==> src/rtl/ring_ready_tracker_pkg.sv <==
// Shared definitions for the ring_ready_tracker family: width helper,
// depth sanity check and the default pointer type.
package ring_ready_tracker_pkg;

    // Ceiling log2 for elaboration-time width derivation.
    function automatic int clog2(input int value);
        int result;
        result = 0;
        while ((1 << result) < value) begin
            result = result + 1;
        end
        return result;
    endfunction

    // A ring depth is usable only if it is a power of two and at least 2.
    function automatic bit depth_is_valid(input int depth);
        return (depth >= 2) && ((depth & (depth - 1)) == 0);
    endfunction

    localparam int DEFAULT_DEPTH  = 8;
    localparam int DEFAULT_ADDR_W = clog2(DEFAULT_DEPTH);

    // Pointer for the default depth: MSB is the round bit, low bits the slot.
    // Parametrised instances declare the same shape locally from ADDR_W.
    typedef logic [DEFAULT_ADDR_W:0] ptr_t;

endpackage

==> src/rtl/ring_ready_mask.sv <==
// Combinational slot-ready mask: marks the count slots starting at r_addr,
// wrapping circularly within DEPTH bits.
module ring_ready_mask
    import ring_ready_tracker_pkg::*;
#(
    parameter  int DEPTH  = 8,
    localparam int ADDR_W = clog2(DEPTH)
) (
    input  logic [ADDR_W:0]   count,
    input  logic [ADDR_W-1:0] r_addr,
    output logic [DEPTH-1:0]  ready
);

    logic [DEPTH-1:0] span;

    // Low-count-bits pattern rotated left by r_addr.
    always_comb begin
        // NOTE: every always_comb output gets an unconditional assignment, so no latch can be inferred.
        // The DEPTH+1-bit shift lets count==DEPTH produce all ones.
        span  = DEPTH'(((DEPTH + 1)'(1) << count) - (DEPTH + 1)'(1));
        // The upper half of the doubled pattern after a left shift is the circular rotate.
        ready = DEPTH'(({span, span} << r_addr) >> DEPTH);
    end

endmodule

==> src/rtl/ring_ready_tracker.sv <==
// Occupancy tracker for circular line buffers: owns write/read pointers with
// round bits, accepts one push and a multi-entry pop per cycle, and publishes
// registered ready mask, count and full/empty/sticky error status.
module ring_ready_tracker
    import ring_ready_tracker_pkg::*;
#(
    parameter  int DEPTH  = 8,
    localparam int ADDR_W = clog2(DEPTH)
) (
    input  logic              clk,
    input  logic              reset,
    input  logic              push,
    input  logic [ADDR_W:0]   pop_n,
    input  logic              err_clr,
    output logic [ADDR_W-1:0] w_addr,
    output logic [ADDR_W-1:0] r_addr,
    output logic              w_round,
    output logic              r_round,
    output logic [ADDR_W:0]   count,
    output logic [DEPTH-1:0]  ready,
    output logic              full,
    output logic              empty,
    output logic              ovf,
    output logic              udf
);

    if (!depth_is_valid(DEPTH)) begin : g_bad_depth
        $error("ring_ready_tracker: DEPTH must be a power of two and at least 2");
    end

    typedef logic [ADDR_W:0] tptr_t;

    localparam tptr_t DEPTH_P = tptr_t'(DEPTH);

    tptr_t            wptr_q, rptr_q;
    tptr_t            wptr_d, rptr_d;
    tptr_t            cur_count, accepted_pop, count_d;
    logic             pop_ok, push_ok;
    logic             ovf_d, udf_d;
    logic [DEPTH-1:0] ready_d;

    // Legality and next-state pointers; the pop is judged on the pre-edge
    // count and the push on what is left after the accepted pop.
    always_comb begin
        cur_count    = wptr_q - rptr_q;
        pop_ok       = (pop_n <= cur_count);
        accepted_pop = pop_ok ? pop_n : '0;
        push_ok      = push && ((cur_count - accepted_pop) < DEPTH_P);
        rptr_d       = rptr_q + accepted_pop;
        wptr_d       = wptr_q + tptr_t'(push_ok);
        // Modulo 2^(ADDR_W+1) difference stays exact across differing rounds.
        count_d      = wptr_d - rptr_d;
        // Clear wins over a same-cycle set.
        udf_d        = err_clr ? 1'b0 : (udf | !pop_ok);
        ovf_d        = err_clr ? 1'b0 : (ovf | (push && !push_ok));
    end

    ring_ready_mask #(
        .DEPTH  (DEPTH)
    ) u_mask (
        .count  (count_d),
        .r_addr (rptr_d[ADDR_W-1:0]),
        .ready  (ready_d)
    );

    // Pointer and status registers, all loaded from the same next-state values.
    always_ff @(posedge clk) begin
        // NOTE: sequential state uses non-blocking assignments so every register samples pre-edge values.
        if (reset) begin
            wptr_q <= '0;
            rptr_q <= '0;
            count  <= '0;
            ready  <= '0;
            full   <= 1'b0;
            empty  <= 1'b1;
            ovf    <= 1'b0;
            udf    <= 1'b0;
        end else begin
            wptr_q <= wptr_d;
            rptr_q <= rptr_d;
            count  <= count_d;
            ready  <= ready_d;
            full   <= (count_d == DEPTH_P);
            empty  <= (count_d == '0);
            ovf    <= ovf_d;
            udf    <= udf_d;
        end
    end

    assign w_addr  = wptr_q[ADDR_W-1:0];
    assign w_round = wptr_q[ADDR_W];
    assign r_addr  = rptr_q[ADDR_W-1:0];
    assign r_round = rptr_q[ADDR_W];

endmodule

==> config.mk <==
export PLATFORM = sky130hd
export DESIGN_NAME = ring_ready_tracker
export DESIGN_NICKNAME = d
export VERILOG_FILES = /design/src/rtl/ring_ready_tracker_pkg.sv /design/src/rtl/ring_ready_mask.sv /design/src/rtl/ring_ready_tracker.sv
export SDC_FILE = /design/constraint.sdc
export NUM_CORES = 1
export LEC_CHECK = 0
export CELL_PAD_IN_SITES_DETAIL_PLACEMENT = 1
export CELL_PAD_IN_SITES_GLOBAL_PLACEMENT = 2
export CORE_MARGIN = 2
export CORE_UTILIZATION = 32
export DETAILED_ROUTE_END_ITERATION = 10
export GPL_ROUTABILITY_DRIVEN = 0
export PLACE_DENSITY = 0.8
export SKIP_LAST_GASP = 1
export SYNTH_ARGS = -nofsm -noshare
export SYNTH_HDL_FRONTEND = slang
export SYNTH_SLANG_ARGS = --single-unit
export TNS_END_PERCENT = 50
==> constraint.sdc <==
create_clock -name clk -period 9.31 [get_ports clk]
set_clock_uncertainty 0.2 [all_clocks]
set_input_delay 1.862 -clock clk [delete_from_list [all_inputs] [get_ports clk]]
set_output_delay 1.862 -clock clk [all_outputs]
set_load 0.02 [all_outputs]
==> qor.yml <==
logic_synthesis:
  synth_flop_cell: "dfxtp_1"
  async_reset_ff_frac: 0
  synthCells: 217
  syn_avg_cell_area_um2: 8.58
  syn_area_um2: 1860
  ys_ff_latch: 24
  synth_cell_type_count: 56
  synth_edf_count: 0
  ys_warn_count: 0
  synth_nets: 246
  synth-seq-area-share: 0.258
clock_network:
  cts_tree: "done"
  clock_path_buffers: 2
  h-tree-depth: 1
  cts_resized: 0
  hold_buffers: 0
  cts_buffers: 3
  postCtsSetupRepairBufs: 0
  clock_latency_ns: 0.27
  cts_root_buf: "clkbuf_8"
  path_clk_slew_ns: 0.09
  cts_sinks: 24
flow_run:
  drv_cap: 0
timing:
  finalSetupViolations: 0
  tns_ns: 0
  fmax_mhz: 118
  post-route-period-util: 0.912
  rsz0062_at_grt: "no"
  tightest_slew_ns: 0.707
  relSlewSlack: 0.527
  period_minus_slack_ns: 8.49
  finalHoldViolations: 0
  finalMaxSlewViolations: 0
grt:
  antenna_found_initial: 0
  grt_overflow: 0
  grt_max_degree: 18
  grt_first_pass_wirelength_um: 8570
  grt_pass1_vias: 1649
  met3_usage: 0.0281
  track_usage: 0.175
  grtUsageMet1: 0.259
  top_usage_layer: "met1"
  use_met2: 0.257
final_layout:
  syn2layout_area_growth_pct: 21.0
  drive_above_1_share: 0.0656
  multi_input_area_um2: 1210
  layout_commonest_cell: "clkdlybuf4s50_1"
  seqCellArea_um2: 480
  final_util: 0.404
  layout.nets: 274
  final_cell_mix: "clkdlybuf4s50_1, dfxtp_1, inv_1, ha_1, nor2_1"
  diodes: 0
  n_fill_cell: 657
  finalInstanceArea_um2: 2250
hold_path:
  hold_path.class: "reg2reg"
  hp-start: "udf$_SDFF_PP0_"
  hold_depth: 2
  min_to: "udf$_SDFF_PP0_"
floorplanning:
  num_rows: 27
  start_util: 0.334
  dieWidth_um: 80.3
  io_pins: 32
  core_area_um2: 5570
  fp.dieH_um: 80.3
  die_area_um2: 6440
drt:
  vias_per_cell: 5.30
  firstDrtPassIters: 4
  routedWlPerCell_um: 16.4
  drcViolationCount: 0
  finalWirelength_um: 5170
  num_vias: 1675
  drtAntennaViolNets: 0
  drt_iter0_drc: 62
setup_path:
  worstPathArrival_ns: 8.43
  start_kind: "input pin"
  timing.rr.start: "rptr_q[1]$_SDFF_PP0_"
  rr_endpoint: "ready[7]$_SDFF_PP0_"
  r2r_slack_ns: 1.56
  rr_worst_depth: 27
  endpoint_kind: "flip-flop"
  path_max_fanout: 10
  required_ns: 9.25
  crit_type: "in2reg"
place:
  dp_hpwl_um: 4190
  portBuffers: 31
  dpl-instance-area_um2: 2180
status:
  outcome: "finished clean"
-- worst max-delay path, cell delays in order --
cell	delay, ns
clkdlybuf4s50_1	0.50
ha_1	0.36
nand4_1	0.18
o311ai_4	0.14
or2_2	0.34
and2_1	0.17
ha_1	0.20
fa_1	0.38
xor2_1	0.51
clkinv_1	0.43
ha_1	0.45
o21ai_0	0.14
nor3b_2	0.63
o211ai_2	0.23
nand2_1	0.24
nand3_1	0.14
ha_1	0.32
nor2_1	0.36
inv_1	0.08
a31o_1	0.26
and4_1	0.21
a21oi_1	0.17
o22ai_1	0.12
-- synth_stat cells, drive strengths merged (4+ instances only) --
master    n  area [um2]
a21oi    14        73.8
buf       5        52.6
dfxtp    24         480
ha       18         225
inv      23        86.3
nand2    14        52.6
nand3    10        50.1
nand4     5        31.3
nor2     16        60.1
o2111ai   5        43.8
o211ai    6        50.1
o21ai     5        25.0
o22ai     6        37.5
xnor2     4        35.0
xor2      6        52.6
-- routing by layer --
layer / up-vias / wire, um
met5: - / 0
met4: 0 / 87
met3: 7 / 239
met2: 37 / 2200
met1: 785 / 2650
li1: 846 / -
-- cells by family (layout without fill, tap and decap cells) --
kind of cell | Yosys count | in the layout | synth area share
adders and majority gates | 21 | 21 | 0.153
AOI/OAI and AO/OA | 61 | 61 | 0.255
and+or+nand+nor | 66 | 66 | 0.182
xor gates and xnor gates | 10 | 10 | 0.0470
buffers and inverters | 33 | 60 | 0.0941
muxes | 2 | 2 | 0.0108
DFF | 24 | 24 | 0.258
-- final cells by class --
| type | count | area share |
|---|---|---|
| Multi-Input combinational cell | 160 | 0.536 |
| Sequential cell | 24 | 0.213 |
| Timing Repair Buffer | 31 | 0.138 |
| Inverter | 25 | 0.0417 |
| Tap cell | 72 | 0.0400 |
| Clock buffer | 3 | 0.0183 |
| Clock inverter | 1 | 0.0133 |
-- registers in the layout, indices dropped and copies added, names as in the netlist --
signal / count
rptr_q: 4
count: 4
ovf: 1
udf: 1
wptr_q: 4
full: 1
ready: 8
empty: 1
-- per-stage QoR --
step                      cells  worst slack, ns  hold WS, ns
after floorplan             217             2.11        0.322
after global placement      312            0.807        0.262
after detailed placement    312            0.610        0.254
after CTS                   316            0.879        0.268
after global routing        316            0.376        0.286
final                       316            0.823        0.271
-- worst max-delay path by stage --
stage	from	slack, ns	endpoint
2_1_floorplan	pop_n[2]	2.11	ready[2]$_SDFF_PP0_
3_3_place_gp	pop_n[3]	0.81	ready[7]$_SDFF_PP0_
3_5_place_dp	pop_n[3]	0.61	ready[7]$_SDFF_PP0_
4_1_cts	pop_n[3]	0.88	ready[7]$_SDFF_PP0_
5_1_grt	pop_n[3]	0.38	ready[7]$_SDFF_PP0_
6_report	pop_n[3]	0.82	ready[7]$_SDFF_PP0_
Power is left out: the tool's default activity adds up to more than one toggle a clock period on the data nets, which glitch-free logic cannot reach.
